## config.mk

```make
export PLATFORM = sky130hd
export DESIGN_NAME = regfile_wb_arbiter
export DESIGN_NICKNAME = d
export VERILOG_FILES = /design/src/rtl/regfile_pkg.sv /design/src/rtl/regfile_wb_fifo.sv /design/src/rtl/regfile_wb_arbiter.sv
export SDC_FILE = /design/constraint.sdc
export NUM_CORES = 1
export LEC_CHECK = 0
export BUFFER_PORTS_ARGS = -buffer_cell sky130_fd_sc_hd__buf_4
export CORE_ASPECT_RATIO = 0.7
export CORE_MARGIN = 2
export CORE_UTILIZATION = 40
export CTS_CLUSTER_SIZE = 12
export DETAILED_ROUTE_END_ITERATION = 10
export HOLD_SLACK_MARGIN = 0.1
export MAX_ROUTING_LAYER = met4
export PLACE_DENSITY_LB_ADDON = 0.15
export SKIP_CTS_REPAIR_TIMING = 1
export SYNTH_ARGS = -nofsm -noshare
export SYNTH_HDL_FRONTEND = slang
export SYNTH_SLANG_ARGS = --single-unit
```

## constraint.sdc

```tcl
create_clock -name clk -period 3.2 [get_ports clk]
set_input_delay 0.48 -clock clk [delete_from_list [all_inputs] [get_ports clk]]
set_output_delay 0.48 -clock clk [all_outputs]
set_load 0.01 [all_outputs]
```

## src/rtl/regfile_pkg.sv

```systemverilog
// Shared constants and types for the register-file writeback arbiter.
package regfile_pkg;

  localparam int AW   = 5;
  localparam int DW   = 32;
  localparam int NSRC = 2;

  // Source identifiers, also used as the encoding of the last-grant register.
  localparam logic SRC_ALU = 1'b0;
  localparam logic SRC_MEM = 1'b1;

  typedef struct packed {
    logic [AW-1:0] addr;
    logic [DW-1:0] data;
  } wb_req_t;

endpackage

```

## src/rtl/regfile_wb_fifo.sv

```systemverilog
// Small synchronous FIFO holding pending writebacks for one source.
// Also exposes every slot's valid bit and address so the parent can
// build the pending-write mask without waiting for entries to reach the head.
module regfile_wb_fifo #(
  parameter int DEPTH = 2,
  parameter int AW    = 5,
  parameter int DW    = 32
) (
  input  logic                       clk,
  input  logic                       reset,
  input  logic                       clear,
  input  logic                       push,
  input  logic [AW-1:0]              push_addr,
  input  logic [DW-1:0]              push_data,
  input  logic                       pop,
  output logic                       full,
  output logic                       empty,
  output logic [AW-1:0]              head_addr,
  output logic [DW-1:0]              head_data,
  output logic [DEPTH-1:0]           ent_valid,
  output logic [DEPTH-1:0][AW-1:0]   ent_addr
);

  localparam int PW = $clog2(DEPTH);

  logic [PW-1:0] wr_ptr_q, rd_ptr_q;
  logic [PW:0]   count_q;
  logic [AW-1:0] addr_q [DEPTH];
  logic [DW-1:0] data_q [DEPTH];
  logic          do_push, do_pop;

  assign full      = (count_q == (PW+1)'(DEPTH));
  assign empty     = (count_q == '0);
  assign do_push   = push & ~full;
  assign do_pop    = pop & ~empty;
  assign head_addr = addr_q[rd_ptr_q];
  assign head_data = data_q[rd_ptr_q];

  // Pointer and occupancy bookkeeping; clear drops all entries at once.
  always_ff @(posedge clk) begin
    if (reset || clear) begin
      wr_ptr_q <= '0;
      rd_ptr_q <= '0;
      count_q  <= '0;
    end else begin
      if (do_push) wr_ptr_q <= wr_ptr_q + PW'(1);
      if (do_pop)  rd_ptr_q <= rd_ptr_q + PW'(1);
      count_q <= count_q + (PW+1)'(do_push) - (PW+1)'(do_pop);
    end
  end

  // Entry storage; contents are qualified by the occupancy, so no reset.
  always_ff @(posedge clk) begin
    if (do_push && !clear) begin
      addr_q[wr_ptr_q] <= push_addr;
      data_q[wr_ptr_q] <= push_data;
    end
  end

  // A slot is live when its distance from the read pointer is below the count.
  always_comb begin
    for (int i = 0; i < DEPTH; i++) begin
      ent_valid[i] = ({1'b0, PW'(i) - rd_ptr_q} < count_q);
      ent_addr[i]  = addr_q[i];
    end
  end

endmodule

```

## src/rtl/regfile_wb_arbiter.sv

```systemverilog
// Round-robin arbiter sharing the register-file write port between the
// ALU (src0) and load (src1) writeback queues, with a pending-write mask.
// Optional read bypass of the in-flight write: define REGFILE_WB_BYPASS_EN.
module regfile_wb_arbiter
  import regfile_pkg::SRC_ALU, regfile_pkg::SRC_MEM;
#(
  parameter int DEPTH = 2,
  parameter int AW    = regfile_pkg::AW,
  parameter int DW    = regfile_pkg::DW
) (
  input  logic              clk,
  input  logic              reset,
  input  logic              flush,
  input  logic              src0_valid,
  output logic              src0_ready,
  input  logic [AW-1:0]     src0_addr,
  input  logic [DW-1:0]     src0_data,
  input  logic              src1_valid,
  output logic              src1_ready,
  input  logic [AW-1:0]     src1_addr,
  input  logic [DW-1:0]     src1_data,
  output logic              we3,
  output logic [AW-1:0]     wa3,
  output logic [DW-1:0]     wd3,
  output logic [2**AW-1:0]  pending
`ifdef REGFILE_WB_BYPASS_EN
  ,
  input  logic [AW-1:0]     ra1,
  input  logic [AW-1:0]     ra2,
  input  logic [DW-1:0]     rf_rd1,
  input  logic [DW-1:0]     rf_rd2,
  output logic [DW-1:0]     rd1,
  output logic [DW-1:0]     rd2
`endif
);

  logic                     full0, empty0, full1, empty1;
  logic                     push0, push1, pop0, pop1;
  logic [AW-1:0]            head_addr0, head_addr1;
  logic [DW-1:0]            head_data0, head_data1;
  logic [DEPTH-1:0]         ent_vld0, ent_vld1;
  logic [DEPTH-1:0][AW-1:0] ent_addr0, ent_addr1;

  logic                     grant_vld, grant_src;
  logic                     we3_q, we3_d;
  logic [AW-1:0]            wa3_q, wa3_d;
  logic [DW-1:0]            wd3_q, wd3_d;
  logic                     last_grant_q, last_grant_d;
  logic [2**AW-1:0]         pending_mask;

  // Ready reflects queue state only. Writes to x0 complete the handshake
  // but are dropped here, so they never reach the write port or the mask.
  assign src0_ready = ~full0;
  assign src1_ready = ~full1;
  assign push0 = src0_valid & ~full0 & ~flush & (src0_addr != '0);
  assign push1 = src1_valid & ~full1 & ~flush & (src1_addr != '0);

  regfile_wb_fifo #(.DEPTH(DEPTH), .AW(AW), .DW(DW)) u_fifo_alu (
    .clk(clk), .reset(reset), .clear(flush),
    .push(push0), .push_addr(src0_addr), .push_data(src0_data),
    .pop(pop0), .full(full0), .empty(empty0),
    .head_addr(head_addr0), .head_data(head_data0),
    .ent_valid(ent_vld0), .ent_addr(ent_addr0)
  );

  regfile_wb_fifo #(.DEPTH(DEPTH), .AW(AW), .DW(DW)) u_fifo_mem (
    .clk(clk), .reset(reset), .clear(flush),
    .push(push1), .push_addr(src1_addr), .push_data(src1_data),
    .pop(pop1), .full(full1), .empty(empty1),
    .head_addr(head_addr1), .head_data(head_data1),
    .ent_valid(ent_vld1), .ent_addr(ent_addr1)
  );

  // Round-robin choice between the two queue heads.
  always_comb begin
    grant_vld = 1'b0;
    grant_src = SRC_ALU;
    if (!empty0 && !empty1) begin
      grant_vld = 1'b1;
      grant_src = (last_grant_q == SRC_ALU) ? SRC_MEM : SRC_ALU;
    end else if (!empty0) begin
      grant_vld = 1'b1;
      grant_src = SRC_ALU;
    end else if (!empty1) begin
      grant_vld = 1'b1;
      grant_src = SRC_MEM;
    end
  end

  // Output-stage next state: load the winner and pop it; flush suppresses both.
  always_comb begin
    we3_d        = 1'b0;
    wa3_d        = wa3_q;
    wd3_d        = wd3_q;
    last_grant_d = last_grant_q;
    pop0         = 1'b0;
    pop1         = 1'b0;
    if (!flush && grant_vld) begin
      we3_d        = 1'b1;
      last_grant_d = grant_src;
      if (grant_src == SRC_MEM) begin
        wa3_d = head_addr1;
        wd3_d = head_data1;
        pop1  = 1'b1;
      end else begin
        wa3_d = head_addr0;
        wd3_d = head_data0;
        pop0  = 1'b1;
      end
    end
  end

  // Output-stage registers; last grant starts on the load source so the ALU wins the first tie.
  always_ff @(posedge clk) begin
    if (reset) begin
      we3_q        <= 1'b0;
      wa3_q        <= '0;
      wd3_q        <= '0;
      last_grant_q <= SRC_MEM;
    end else begin
      we3_q        <= we3_d;
      wa3_q        <= wa3_d;
      wd3_q        <= wd3_d;
      last_grant_q <= last_grant_d;
    end
  end

  // Pending mask: every live queue slot plus the write currently on the port.
  always_comb begin
    pending_mask = '0;
    for (int i = 0; i < DEPTH; i++) begin
      if (ent_vld0[i]) pending_mask[ent_addr0[i]] = 1'b1;
      if (ent_vld1[i]) pending_mask[ent_addr1[i]] = 1'b1;
    end
    if (we3_q) pending_mask[wa3_q] = 1'b1;
    pending_mask[0] = 1'b0;
  end

  assign we3     = we3_q;
  assign wa3     = wa3_q;
  assign wd3     = wd3_q;
  assign pending = pending_mask;

`ifdef REGFILE_WB_BYPASS_EN
  // Forward the write the regfile has not committed yet; x0 always reads raw.
  assign rd1 = (we3_q && (wa3_q == ra1) && (ra1 != '0)) ? wd3_q : rf_rd1;
  assign rd2 = (we3_q && (wa3_q == ra2) && (ra2 != '0)) ? wd3_q : rf_rd2;
`endif

endmodule

```

==> results.json <==
{
  "ys_ff_latch": 197,
  "grt_most_used_layer": "met1",
  "dieHeight_um": 128,
  "drtPass1Iterations": 7,
  "irDropWorstVdd_mv": 0.331,
  "hpwlAfterDp_mm": 18.5,
  "power_mw": 5.45,
  "met1_usage": 0.346,
  "ys.flop_type": "edfxtp_1",
  "cts_tree": "built",
  "drt.antenna.violating_nets": 0,
  "synth_area_leaders": "edfxtp_1, dfxtp_1, mux2_2, a222oi_1, nor2_1",
  "synth_top_family_by_area": "compound AO/OA/AOI/OAI gates",
  "synth_xor_area_frac": 0.00804,
  "grt_setup_unrepaired": "no",
  "synth_compound_area_frac": 0.127,
  "setup_ws_ns": 0.323,
  "ios": 151,
  "worstPathMaxFanout": 6,
  "setup-tns-final_ns": 0,
  "grtUsageTotal": 0.234,
  "clk_pin_slew_ns": 0.08,
  "synth_cells": 647,
  "synth.most_common_cell": "edfxtp_1",
  "hold_viol_final": 0,
  "worstPathRequired_ns": 2.72,
  "std_cell_rows": 45,
  "status": "complete, no violations",
  "grt_util_met2": 0.324,
  "synth_top_area_cell": "edfxtp_1",
  "numCtsBuffers": 17,
  "wirelength_mm": 26.3,
  "powerDensity_nw_per_um2": 509,
  "fmax_ghz": 0.348,
  "fin_util": 0.498,
  "dp_worst_setup_slack_ns": 0.623,
  "synth_fa_ha_area_frac": 0.00574,
  "ys_async_sr_fraction": 0,
  "numPlacedInstances": 1047,
  "synth_mux_area_frac": 0.0943,
  "relSlewSlack": 0.310,
  "period_share": 0.899,
  "yosys-top-cells-count": "edfxtp_1, mux2_2, nor2_1",
  "fin_crit_ns": 2.88,
  "path_class": "reg -> out",
  "grt_pass1_wl_mm": 39.1,
  "synth-seq-area-share": 0.622,
  "area_growth_pct": 22.9,
  "insertion_delay_ns": 0.43,
  "p_leak_nw": 3.85,
  "die-area_sq_um": 23000,
  "drc": 0,
  "use_met3": 0.0616,
  "hold_class": "in -> reg",
  "endpoint_kind": "primary output",
  "clock_path_buffers": 2,
  "synth_cell_types": 53,
  "antenna_found_initial": 0,
  "finalNonFillerCells": 1079,
  "grt_overflow_total": 0,
  "io_buffers": 149,
  "synth_simple_gate_area_share": 0.114,
  "core_area_sq_um": 21500,
  "die_width_um": 180,
  "grt_start_max_net_pins": 42,
  "vias": 6491,
  "clock_skew_ns": 0.0135,
  "ys.warnings.count": 0,
  "synth-edff-count": 148,
  "diodes": 0,
  "wl_per_cell_um": 24.4,
  "cts_root_buf": "clkbuf_16",
  "worst_pin_slew_ns": 1.04,
  "start_kind": "register",
  "avgViaCountPerCell": 6.02,
  "slew_viol_final": 0,
  "syn_avg_cell_area_sq_um": 13.5,
  "layout.nets": 867,
  "grt_pass1_vias": 6319,
  "initial_core_util": 0.405,
  "place_congestion": 0.925,
  "drtIter0Drc": 791,
  "cts_htree_levels": 4,
  "drive_above_1_share": 0.353,
  "cts_num_sinks": 197,
  "synth_top_cell_area_share": 0.510,
  "synth_area_sq_um": 8720,
  "syn_nets": 730,
  "maxCapViolations": 0,
  "finalSetupViolations": 0,
  "cp.arrival_ns": 2.40
}
cells in the final DEF, fill, tap and decap left out, types with 17 or more instances in the layout:
master / synthesis / layout
dfxtp_1: 49 / 47
nor2_1: 53 / 53
nand2_1: 17 / 17
clkbuf_16: 0 / 17
buf_4: 3 / 165
mux2_2: 65 / 65
a222oi_1: 28 / 28
edfxtp_1: 148 / 148
a22oi_1: 25 / 25
nand3_1: 19 / 19
per-layer routing:
metal,up-vias,wire length [um]
li1,2855,-
met1,3265,12500
met2,349,11200
met3,22,2370
met4,0,277
met5,-,0
registers in the layout, indices dropped and copies added (netlist names), named ones only:
register	count
we3	1
u_fifo_mem.count_q	2
u_fifo_alu.count_q	2
u_fifo_alu.wr_ptr_q	1
u_fifo_mem.rd_ptr_q	1
wd3	32
u_fifo_alu.rd_ptr_q	1
last_grant_q	1
u_fifo_mem.addr_q	10
u_fifo_mem.data_q	64
wa3	5
u_fifo_alu.addr_q	10
u_fifo_mem.wr_ptr_q	1
u_fifo_alu.data_q	64
area by class of cell:
type	count	area [sq um]
Fill cell	1912	10800
Tap cell	282	353
Clock buffer	17	425
Timing Repair Buffer	166	1260
Clock inverter	15	160
Inverter	6	22.5
Sequential cell	197	5430
Multi-Input combinational cell	396	3070
stage by stage:
step | cell area (sq um) | hold WS (ns)
floorplan | 8720 | 0.479
global placement | 10100 | 0.486
detailed placement | 10100 | 0.518
CTS | 10700 | 0.215
global route | 10700 | 0.202
finish | 10700 | 0.231
path summary, 6_finish.rpt:
kind	depth (start not counted)	endpoint	start	slack (ns)
worst max register to register	4	u_fifo_alu.data_q[0][26]	u_fifo_alu.count_q[0]	0.90
worst max-delay path	5	pending[29]	u_fifo_alu.count_q[0]	0.32
worst min-delay path	1	u_fifo_alu.data_q[1][14]	src0_data[14]	0.23
worst min register to register	2	wd3[2]	u_fifo_mem.data_q[1][2]	0.53
critical path: stages, from the launching register on:
cell	delay [ns]
dfxtp_1	0.36
nor2b_1	0.19
o21ai_1	0.61
nor2_1	0.06
or4_1	0.57
buf_4	0.18
report_power, final:
group	switching (mW)	leakage, nW	internal [mW]
clock	1.03	0.275	1.04
sequential	0.0786	1.76	2.84
combinational	0.237	1.82	0.224
cell families (layout without fill, tap and decap cells):
kind of cell | count (synthesis) | count (layout)
flip-flops | 197 | 197
AND/OR/NAND/NOR | 178 | 178
AO/OA/AOI/OAI | 131 | 131
multiplexers | 74 | 74
buffers and inverters | 54 | 204
XOR/XNOR | 8 | 8
adder cells (fa/ha/maj) | 4 | 4
other | 1 | 1
(Power assumes the default switching activity.)
